==> src/rtl/redmule_qw_unpacker_pkg.sv <==
// Shared types and helpers for the RedMulE quantized-weight unpacker.
// Holds the FSM state encoding, weight byte width and slices-per-beat arithmetic.
package redmule_qw_unpacker_pkg;

   typedef enum logic [1:0] {
      QW_IDLE      = 2'd0,
      QW_FETCH     = 2'd1,
      QW_EMIT      = 2'd2,
      QW_META_WAIT = 2'd3
   } qw_state_e;

   typedef enum logic [1:0] {
      FP32    = 2'd0,
      FP16    = 2'd1,
      FP16ALT = 2'd2,
      FP8     = 2'd3
   } fp_format_e;

   localparam int unsigned QW_BITS = 8;

   function automatic int unsigned fp_width(input fp_format_e fmt);
      case (fmt)
         FP32:    return 32;
         FP16:    return 16;
         FP16ALT: return 16;
         FP8:     return 8;
         default: return 16;
      endcase
   endfunction

   // A packed beat yields twice as many vectors when each byte carries two nibbles.
   function automatic int unsigned qw_num_slices(input int unsigned dw, input int unsigned h,
                                                 input logic int4);
      return int4 ? dw / (4 * h) : dw / (QW_BITS * h);
   endfunction

endpackage

==> src/rtl/redmule_qw_slicer.sv <==
// Selects one H-lane weight vector out of a held packed beat (byte or nibble granularity).
// Purely combinational; nibbles are zero-extended to a full weight byte.
module redmule_qw_slicer
   import redmule_qw_unpacker_pkg::*;
#(
   parameter int unsigned DW = 288,
   parameter int unsigned H  = 4,
   parameter int unsigned SW = 5
) (
   input  logic [DW-1:0]         i_beat,
   input  logic [SW-1:0]         i_slice,
   input  logic                  i_int4,
   output logic [H*QW_BITS-1:0]  o_qw
);

   always_comb begin
      o_qw = '0;
      for (int l = 0; l < H; l++) begin
         if (i_int4)
            o_qw[l*QW_BITS +: QW_BITS] = {4'b0000, i_beat[(int'(i_slice)*H + l)*4 +: 4]};
         else
            o_qw[l*QW_BITS +: QW_BITS] = i_beat[(int'(i_slice)*H + l)*QW_BITS +: QW_BITS];
      end
   end

endmodule

==> src/rtl/redmule_qw_unpacker.sv <==
// Serializes packed weight beats into H-lane vectors tagged with per-group scale/zero metadata.
// Optional packed 4-bit weights are compiled in with REDMULE_QW_INT4_EN.
module redmule_qw_unpacker
   import redmule_qw_unpacker_pkg::*;
#(
   parameter int unsigned DW         = 288,
   parameter fp_format_e  FpFormat   = FP16,
   parameter int unsigned Height     = 4,
   parameter int unsigned MaxGroupW  = 16,
   localparam int unsigned BITW      = fp_width(FpFormat)
) (
   input  logic                        clk_i,
   input  logic                        rst_i,
   input  logic                        clear_i,
   input  logic [MaxGroupW-1:0]        group_size_i,
   input  logic                        meta_valid_i,
   output logic                        meta_ready_o,
   input  logic [Height*BITW-1:0]      meta_scales_i,
   input  logic [Height*QW_BITS-1:0]   meta_zeros_i,
   input  logic                        qw_valid_i,
   output logic                        qw_ready_o,
   input  logic [DW-1:0]               qw_data_i,
   input  logic                        int4_mode_i,
   output logic                        out_valid_o,
   input  logic                        out_ready_i,
   output logic [Height*BITW-1:0]      scales_o,
   output logic [Height*QW_BITS-1:0]   zeros_o,
   output logic [Height*QW_BITS-1:0]   qw_o,
   output logic                        group_last_o
);

   localparam int unsigned NS_MAX = qw_num_slices(DW, Height, 1'b1);
   localparam int unsigned SW     = (NS_MAX > 1) ? $clog2(NS_MAX) : 1;

   qw_state_e                  r_state;
   logic                       r_meta_rdy;
   logic                       r_qw_rdy;
   logic [Height*BITW-1:0]     r_scales;
   logic [Height*QW_BITS-1:0]  r_zeros;
   logic [MaxGroupW-1:0]       r_gsize;
   logic [MaxGroupW-1:0]       r_grp_cnt;
   logic [SW-1:0]              r_slice_cnt;
   logic [DW-1:0]              r_beat;
   logic                       r_out_vld;
   logic [Height*BITW-1:0]     r_scales_o;
   logic [Height*QW_BITS-1:0]  r_zeros_o;
   logic [Height*QW_BITS-1:0]  r_qw_o;
   logic                       r_glast_o;

   logic                       w_int4;
   logic                       w_meta_hs;
   logic                       w_qw_hs;
   logic                       w_load;
   logic                       w_slice_last;
   logic                       w_grp_last;
   logic [SW-1:0]              w_ns_m1;
   logic [Height*QW_BITS-1:0]  w_slice_qw;

`ifdef REDMULE_QW_INT4_EN
   logic                       r_int4;

   always_ff @(posedge clk_i) begin
      if (rst_i || clear_i)
         r_int4 <= 1'b0;
      else if (r_state == QW_IDLE && w_meta_hs)
         r_int4 <= int4_mode_i;
   end

   assign w_int4 = r_int4;
`else
   logic w_unused_int4;

   assign w_unused_int4 = int4_mode_i;
   assign w_int4        = 1'b0;
`endif

   assign w_meta_hs    = meta_valid_i & r_meta_rdy;
   assign w_qw_hs      = qw_valid_i & r_qw_rdy;
   assign w_load       = (r_state == QW_EMIT) & (~r_out_vld | out_ready_i);
   assign w_ns_m1      = SW'(qw_num_slices(DW, Height, w_int4) - 1);
   assign w_slice_last = (r_slice_cnt == w_ns_m1);
   assign w_grp_last   = (r_grp_cnt == r_gsize - MaxGroupW'(1));

   redmule_qw_slicer #(
      .DW (DW),
      .H  (Height),
      .SW (SW)
   ) u_slicer (
      .i_beat  (r_beat),
      .i_slice (r_slice_cnt),
      .i_int4  (w_int4),
      .o_qw    (w_slice_qw)
   );

   always_ff @(posedge clk_i) begin
      if (rst_i || clear_i) begin
         r_state     <= QW_IDLE;
         r_meta_rdy  <= 1'b0;
         r_qw_rdy    <= 1'b0;
         r_scales    <= '0;
         r_zeros     <= '0;
         r_gsize     <= '0;
         r_grp_cnt   <= '0;
         r_slice_cnt <= '0;
         r_beat      <= '0;
         r_out_vld   <= 1'b0;
         r_scales_o  <= '0;
         r_zeros_o   <= '0;
         r_qw_o      <= '0;
         r_glast_o   <= 1'b0;
      end else begin
         if (r_out_vld && out_ready_i)
            r_out_vld <= 1'b0;

         case (r_state)
            QW_IDLE: begin
               r_meta_rdy <= 1'b1;
               if (w_meta_hs) begin
                  r_scales   <= meta_scales_i;
                  r_zeros    <= meta_zeros_i;
                  r_gsize    <= (group_size_i == '0) ? MaxGroupW'(1) : group_size_i;
                  r_grp_cnt  <= '0;
                  r_meta_rdy <= 1'b0;
                  r_qw_rdy   <= 1'b1;
                  r_state    <= QW_FETCH;
               end
            end

            QW_FETCH: begin
               if (w_qw_hs) begin
                  r_beat      <= qw_data_i;
                  r_slice_cnt <= '0;
                  r_qw_rdy    <= 1'b0;
                  r_state     <= QW_EMIT;
               end
            end

            QW_EMIT: begin
               if (w_load) begin
                  // Metadata is snapshotted with the vector so later reloads cannot disturb it.
                  r_out_vld   <= 1'b1;
                  r_qw_o      <= w_slice_qw;
                  r_scales_o  <= r_scales;
                  r_zeros_o   <= r_zeros;
                  r_glast_o   <= w_grp_last;
                  r_slice_cnt <= r_slice_cnt + SW'(1);
                  r_grp_cnt   <= w_grp_last ? '0 : r_grp_cnt + MaxGroupW'(1);
                  if (w_slice_last && w_grp_last) begin
                     r_meta_rdy <= 1'b1;
                     r_state    <= QW_IDLE;
                  end else if (w_slice_last) begin
                     r_qw_rdy   <= 1'b1;
                     r_state    <= QW_FETCH;
                  end else if (w_grp_last) begin
                     r_meta_rdy <= 1'b1;
                     r_state    <= QW_META_WAIT;
                  end
               end
            end

            QW_META_WAIT: begin
               if (w_meta_hs) begin
                  r_scales   <= meta_scales_i;
                  r_zeros    <= meta_zeros_i;
                  r_meta_rdy <= 1'b0;
                  r_state    <= QW_EMIT;
               end
            end

            default: r_state <= QW_IDLE;
         endcase
      end
   end

   assign meta_ready_o = r_meta_rdy;
   assign qw_ready_o   = r_qw_rdy;
   assign out_valid_o  = r_out_vld;
   assign scales_o     = r_scales_o;
   assign zeros_o      = r_zeros_o;
   assign qw_o         = r_qw_o;
   assign group_last_o = r_glast_o;

endmodule

==> config.mk <==
export PLATFORM = sky130hd
export DESIGN_NAME = redmule_qw_unpacker
export DESIGN_NICKNAME = d
export VERILOG_FILES = /design/src/rtl/redmule_qw_unpacker_pkg.sv /design/src/rtl/redmule_qw_slicer.sv /design/src/rtl/redmule_qw_unpacker.sv
export SDC_FILE = /design/constraint.sdc
export NUM_CORES = 1
export LEC_CHECK = 0
export BUFFER_PORTS_ARGS = -buffer_cell sky130_fd_sc_hd__buf_4
export CORE_UTILIZATION = 40
export DETAILED_ROUTE_END_ITERATION = 16
export GPL_TIMING_DRIVEN = 0
export PLACE_DENSITY = 0.7
export SYNTH_ARGS = -nofsm -noshare
export SYNTH_HDL_FRONTEND = slang
export SYNTH_SLANG_ARGS = --single-unit
==> constraint.sdc <==
create_clock -name clk_i -period 3.7 [get_ports clk_i]
set_input_delay 0.925 -clock clk_i [delete_from_list [all_inputs] [get_ports clk_i]]
set_output_delay 0.925 -clock clk_i [all_outputs]
set_load 0.02 [all_outputs]
---- Yosys cells after proc, flatten, opt, wreduce, memory -nomap -nowiden ----
Index checks and enable logic that the tools add are counted.
word-level totals
  RAM bits ................................ 0
  output and inout port bits .............. 132
  memory bits (read-only) ................. 0
  memories ................................ 0
  bits in latches ......................... 0
  word-level logic and storage cells ...... 94
  input port bits ......................... 407
  flip-flop bits (word level) ............. 555
cells by class
  bitwise operators ....................... 5
  multipliers ............................. 0
  shifts and indexed selects .............. 4
  magnitude comparators ................... 0
  multiplexer cells ....................... 32
  div/mod/pow operators ................... 0
  add/subtract/negate cells ............... 6
  reduce and logical (&&, ||, !) cells .... 19
  eq/ne operators ......................... 14
operators by type and width
  cell                                                   count
  variable part select 288 x 33 -> 8 bit                 3
  variable part select 288 x 11 -> 8 bit                 1
  2-to-1 mux 16 bit                                      4
  one-hot mux 16 bit (2 select lines)                    1
  adder 16 x 1 -> 16 bit, second input constant          1
  adder 7 x 2 -> 8 bit, second input constant            2
  == test 16 bit                                         1
  zero test 16 bit                                       1
  subtractor 16 x 1 -> 16 bit, second input constant     1
  2-to-1 mux 1 bit                                       14
  2-to-1 mux 2 bit                                       7
  inequality test 2 bit, second input constant           6
  2-to-1 mux 5 bit                                       2
  one-hot mux 5 bit (2 select lines)                     1
  AND reduction 5 bit                                    2
  adder 7 x 1 -> 8 bit, second input constant            1
  one-hot mux 2 bit (4 select lines)                     1
  AND reduction 2 bit                                    4
  inequality test 3 x 2 -> 1 bit, second input constant  2
  one-hot mux 1 bit (3 select lines)                     2
  AND reduction 3 bit                                    2
  AND reduction 6 bit                                    1
  nonzero test 3 bit                                     2
  adder 5 x 1 -> 5 bit, second input constant            1
  other kinds (12)                                       17

---- Logic depth before layout (Yosys ltp) ----
  depth after elaboration ................. 7
  depth in mapped cells ................... 11

---- By module ----
From an unflattened synthesis, not the netlist that was laid out.
unflattened totals
  cell total of the unflattened synthesis .. 2939
  area total of the unflattened synthesis .. 24536.0 sq um
modules (own cells, without submodules)
  module               area an instance (sq um)  cells each  instances
  redmule_qw_unpacker  19881.6                   2541        1
  redmule_qw_slicer    4654.5                    398         1

---- Least setup slack after synthesis ----
No wires, ideal clock.
  kind .................................... register to register
  from .................................... register r_gsize[0]
  to ...................................... register r_grp_cnt[5]
  slack ................................... 1.104 ns
  setup time .............................. 0.115 ns
  stages on the path, launching flop included .. 12
  buffers on the path ..................... 1
  data arrival time ....................... 2.482 ns
  path through ............................ dfxtp_1 inv_1 ha_1 nor4b_4 nand4_1 or3b_1 a211o_1 a21o_1 o21a_1 o21ai_4 buf_6 nor2_1
on the way
  cells in the longest elaborated chain, start to end .. 5
ends and longest elaborated chain
  what                                 RTL line                    source
  start: declaration                   redmule_qw_unpacker.sv:40   logic [MaxGroupW-1:0] r_gsize;
  start signal: assignment             redmule_qw_unpacker.sv:121  r_gsize <= (group_size_i == '0) ? MaxGroupW'(1) : group_size_i;
  subtractor 16 x 1 -> 16 bit          redmule_qw_unpacker.sv:82   assign w_grp_last = (r_grp_cnt == r_gsize - MaxGroupW'(1));
  == test 16 bit                       redmule_qw_unpacker.sv:82
  2-to-1 mux 16 bit                    redmule_qw_unpacker.sv:147  r_grp_cnt <= w_grp_last ? '0 : r_grp_cnt + MaxGroupW'(1);
  2-to-1 mux 16 bit                    redmule_qw_unpacker.sv:139  if (w_load) begin
  one-hot mux 16 bit (2 select lines)  redmule_qw_unpacker.sv:115  case (r_state)
  end signal: assignment               redmule_qw_unpacker.sv:147
  end: declaration                     redmule_qw_unpacker.sv:41   logic [MaxGroupW-1:0] r_grp_cnt;
Every way passes these cells. The select of a mux whose other input is x is not followed.
A chain may end at the register's enable or synchronous reset.

---- Worst setup path in the final report ----
  from .................................... register r_state[1]
  to ...................................... register r_beat[190]
on the way
  cells in the longest elaborated chain, start to end .. 2
ends and longest elaborated chain
  what                                  RTL line                    source
  start: declaration                    redmule_qw_unpacker.sv:35   qw_state_e r_state;
  start signal: assignment              redmule_qw_unpacker.sv:97   r_state <= QW_IDLE;
  start signal: assignment              redmule_qw_unpacker.sv:125  r_state <= QW_FETCH;
  start signal: assignment              redmule_qw_unpacker.sv:134  r_state <= QW_EMIT;
  == test 2 x 1 -> 1 bit                redmule_qw_unpacker.sv:115
  AND reduction 2 bit (no source line)  -
  end signal: assignment                redmule_qw_unpacker.sv:131  r_beat <= qw_data_i;
  end: declaration                      redmule_qw_unpacker.sv:43   logic [DW-1:0] r_beat;
Every way passes these cells.

==> results.md <==
- Min Tclk post-route: 3.45 ns
- Later-pin clock latency in the skew report: 0.62 ns
- Number of global-route vias before repair: 20246
- Pin count of the biggest net entering global routing: 16
- Most used cell along the critical path: clkbuf_1
- R2R Path Start: r_state[1]$_SDFFE_PP0P_
- R2R Path End: r_beat[190]$_SDFFE_PP0P_
- Slew headroom: 0.282
- Vias: 21147
- Gr usage total: 0.289
- Routed wire per std cell: 20.4 µm
- Die width: 237 µm
- DP Cell Count: 3937
- Post-CTS Setup Inserts: 0
- Overall power: 12.5 mW
- R2r setup slk: 0.25 ns
- Pwr dens: 433 nW/µm²
- Drt first pass iters: 5
- Internal cell power: 9.61 mW
- Final Hold Viols: 0
- Non-filler cells, final: 4051
- Synth top area cells: dfxtp_1, nand2_1, a21oi_1, mux4_2, clkbuf_1
- Clk root buf: clkbuf_16
- Top cell type's share of synthesized area: 0.505
- Worst path cell trace: inv_1, ha_1, and3_1, clkbuf_1, clkbuf_1, clkbuf_1, nand2_1, a21oi_1
- H-tree depth: 2
- Crit-path slowest cell: clkbuf_1
- Io pins: 539
- Top cells by count, synth: nand2_1, dfxtp_1, a21oi_1
- Congestion Overflow GR: 0
- CTS tree: done
- First-pass GRT wire length: 121 mm
- Comb power frac: 0.055
- Syn Area/Cell: 8.14 µm²
- Die height: 237 µm
- Filler cells: 5284
- Tightest Pin Transition: 1.08 ns
- CP peak stage delay: 0.79 ns
- Hold Crit Class: reg -> reg
- YS warnings: 0
- DP HPWL: 63.7 mm
- Vias/cell: 5.22
- Sw frac: 0.230
- CTS resizes: 0
- Sequential area share after synthesis: 0.505
- Worst endpoint required time: 4.24 ns
- Hold Crit Depth: 2
- Detailed Route Iter0 Violations: 1290
- Flops & latches, synth: 555
- Async SR Flop Fraction: 0
- CTS clk-pin slew, worst paths: 0.06 ns
- RD Place Congestion: 0.913
- RSZ-0062 raised after global routing: no
- PortBufs: 537
- Core Region: 54100 µm²
- Final nets: 3718
- Worst VDD drop: 0.351 mV
- Status: completed
- Post-Route Utilization: 0.532
- Final Max Slew Viols: 0
- Worst EP arrival: 3.99 ns
- Unique masters post-synth: 59
- Cell area after layout: 28800 µm²
- Setup CP Type: reg -> reg
- Worst Hold Path EP: scales_o[53]$_SDFFE_PP0P_
- Multi-input gate area: 10100 µm²
- Synth Cell Area: 22000 µm²
- Total CTS buffers: 59
- Hold buffers post-CTS: 0
- Setup crit end kind: flop
- Final setup vio count: 0
- Deepest clock path buffer count: 3
- Synthesized Nets: 3120
- Initial antenna violation count: 11
- Die area: 56000 µm²
- Hold Path Origin: r_scales[53]$_SDFFE_PP0P_
- CTS Sinks: 555
- Row count: 85
- Initial Util: 0.406
- Fraction of layout cells with a size suffix above 1: 0.214
- Post-layout worst setup margin: 0.251 ns
- Top cell type by total area after synthesis: dfxtp_1
- Max_cap viols: 0
- Total placed instance area: 26900 µm²
- Leakage: 10.3 nW
- FF/Latch Area: 11100 µm²
- Area growth syn-to-layout: 31.0%
- Antenna-violating nets left: 0
- Post-synth top flop: dfxtp_1
- Crit path max fanout: 10
- EDFF count, synth: 0
- Crit start category: flop
- Setup WS pre-CTS: -0.0697 ns
- Final Cycle Share: 0.932
- Most frequent cell after synthesis: nand2_1
- Clock share of power: 0.464
- Post-synthesis instance total: 2704
- Fmax: 0.290 GHz
- Final WL: 82.8 mm
- Reg2reg path depth: 8
- Worst Skew: 0.0121 ns
- Register share of total power: 0.481
- Net switching power: 2.87 mW
- Drt drc: 0
worst max-delay path by stage:
stage	to	cells past startpoint	from
global route	r_beat[191]$_SDFFE_PP0P_	8	r_state[1]$_SDFFE_PP0P_
CTS	r_beat[190]$_SDFFE_PP0P_	8	r_state[1]$_SDFFE_PP0P_
floorplan	r_grp_cnt[5]$_SDFFE_PP0P_	11	r_gsize[0]$_SDFFE_PP0P_
finish	r_beat[190]$_SDFFE_PP0P_	8	r_state[1]$_SDFFE_PP0P_
global placement	r_beat[25]$_SDFFE_PP0P_	7	clear_i
detailed placement	r_beat[30]$_SDFFE_PP0P_	7	clear_i
metal layers:
metal / track usage / wire length, µm / up-vias / share of wire
li1: - / - / 10208 / -
met1: 0.339 / 32100 / 9867 / 0.39
met2: 0.505 / 40400 / 880 / 0.49
met3: 0.0657 / 7080 / 182 / 0.085
met4: 0.120 / 3170 / 10 / 0.038
met5: 0 / 69 / - / 0.00083
through the flow:
step	setup TNS (ns)	hold slack, ns
6_report	0	0.448
5_1_grt	0	0.465
4_1_cts	0	0.451
3_5_place_dp	-0.710	0.443
3_3_place_gp	-0.727	0.437
2_1_floorplan	0	0.432
power by group through the flow:
stage	clock network [mW]	registers [mW]	logic, mW
final	5.80	6.01	0.685
after detailed placement	0	6.14	0.683
after global routing	6.08	6.01	0.728
after floorplan	0	6.14	0.191
after global placement	0	6.14	0.684
after CTS	5.86	6.01	0.686
state kept, by name, indices dropped and copies added (netlist names), 5 cells and up:
signal,count
qw_o,32
zeros_o,32
r_gsize,16
r_grp_cnt,16
r_beat,288
r_scales,64
r_slice_cnt,5
scales_o,64
r_zeros,32
cell families (layout without fill, tap and decap cells):
family / Yosys count / count (layout) / share of synthesized area
flip-flops: 555 / 555 / 0.505
AO/OA/AOI/OAI: 611 / 611 / 0.148
adder cells (fa/ha/maj): 9 / 9 / 0.00512
multiplexers: 99 / 99 / 0.0814
buffers and inverters: 217 / 862 / 0.0380
other: 0 / 6 / 0
AND/OR/NAND/NOR: 1179 / 1179 / 0.209
XOR/XNOR: 34 / 34 / 0.0135
critical path, delay by kind of cell (launching register included):
family	cells	cell delay, ns
and+or+nand+nor	2	0.34
AOI/OAI and AO/OA	1	0.16
adders and majority gates	1	0.34
DFF	1	0.36
buffers and inverters	4	2.14
cells in the final DEF (no fill, tap or decap), types with 14 or more instances in the layout:
cell type  Yosys  routed
buf_4          1     538
mux4_2        64      64
clkbuf_16      0      59
xor2_1        25      25
nor2_1        73      73
buf_1         20      20
a22oi_1       34      34
dfxtp_1      555     555
o21ai_0       40      40
clkbuf_8       0      14
mux2i_1       35      35
clkbuf_1     183     195
nand2_1     1052    1052
a21oi_1      506     506
layout make-up:
class	instances	area share
timing repair buffer	537	0.140
clock buffer	85	0.0595
buffer	208	0.0278
antenna	6	0.000521
clock inverter	23	0.00612
inverter	9	0.00117
multi-input combinational	1932	0.349
sequential	555	0.386
tap	696	0.0302
(Power assumes the default switching activity.)
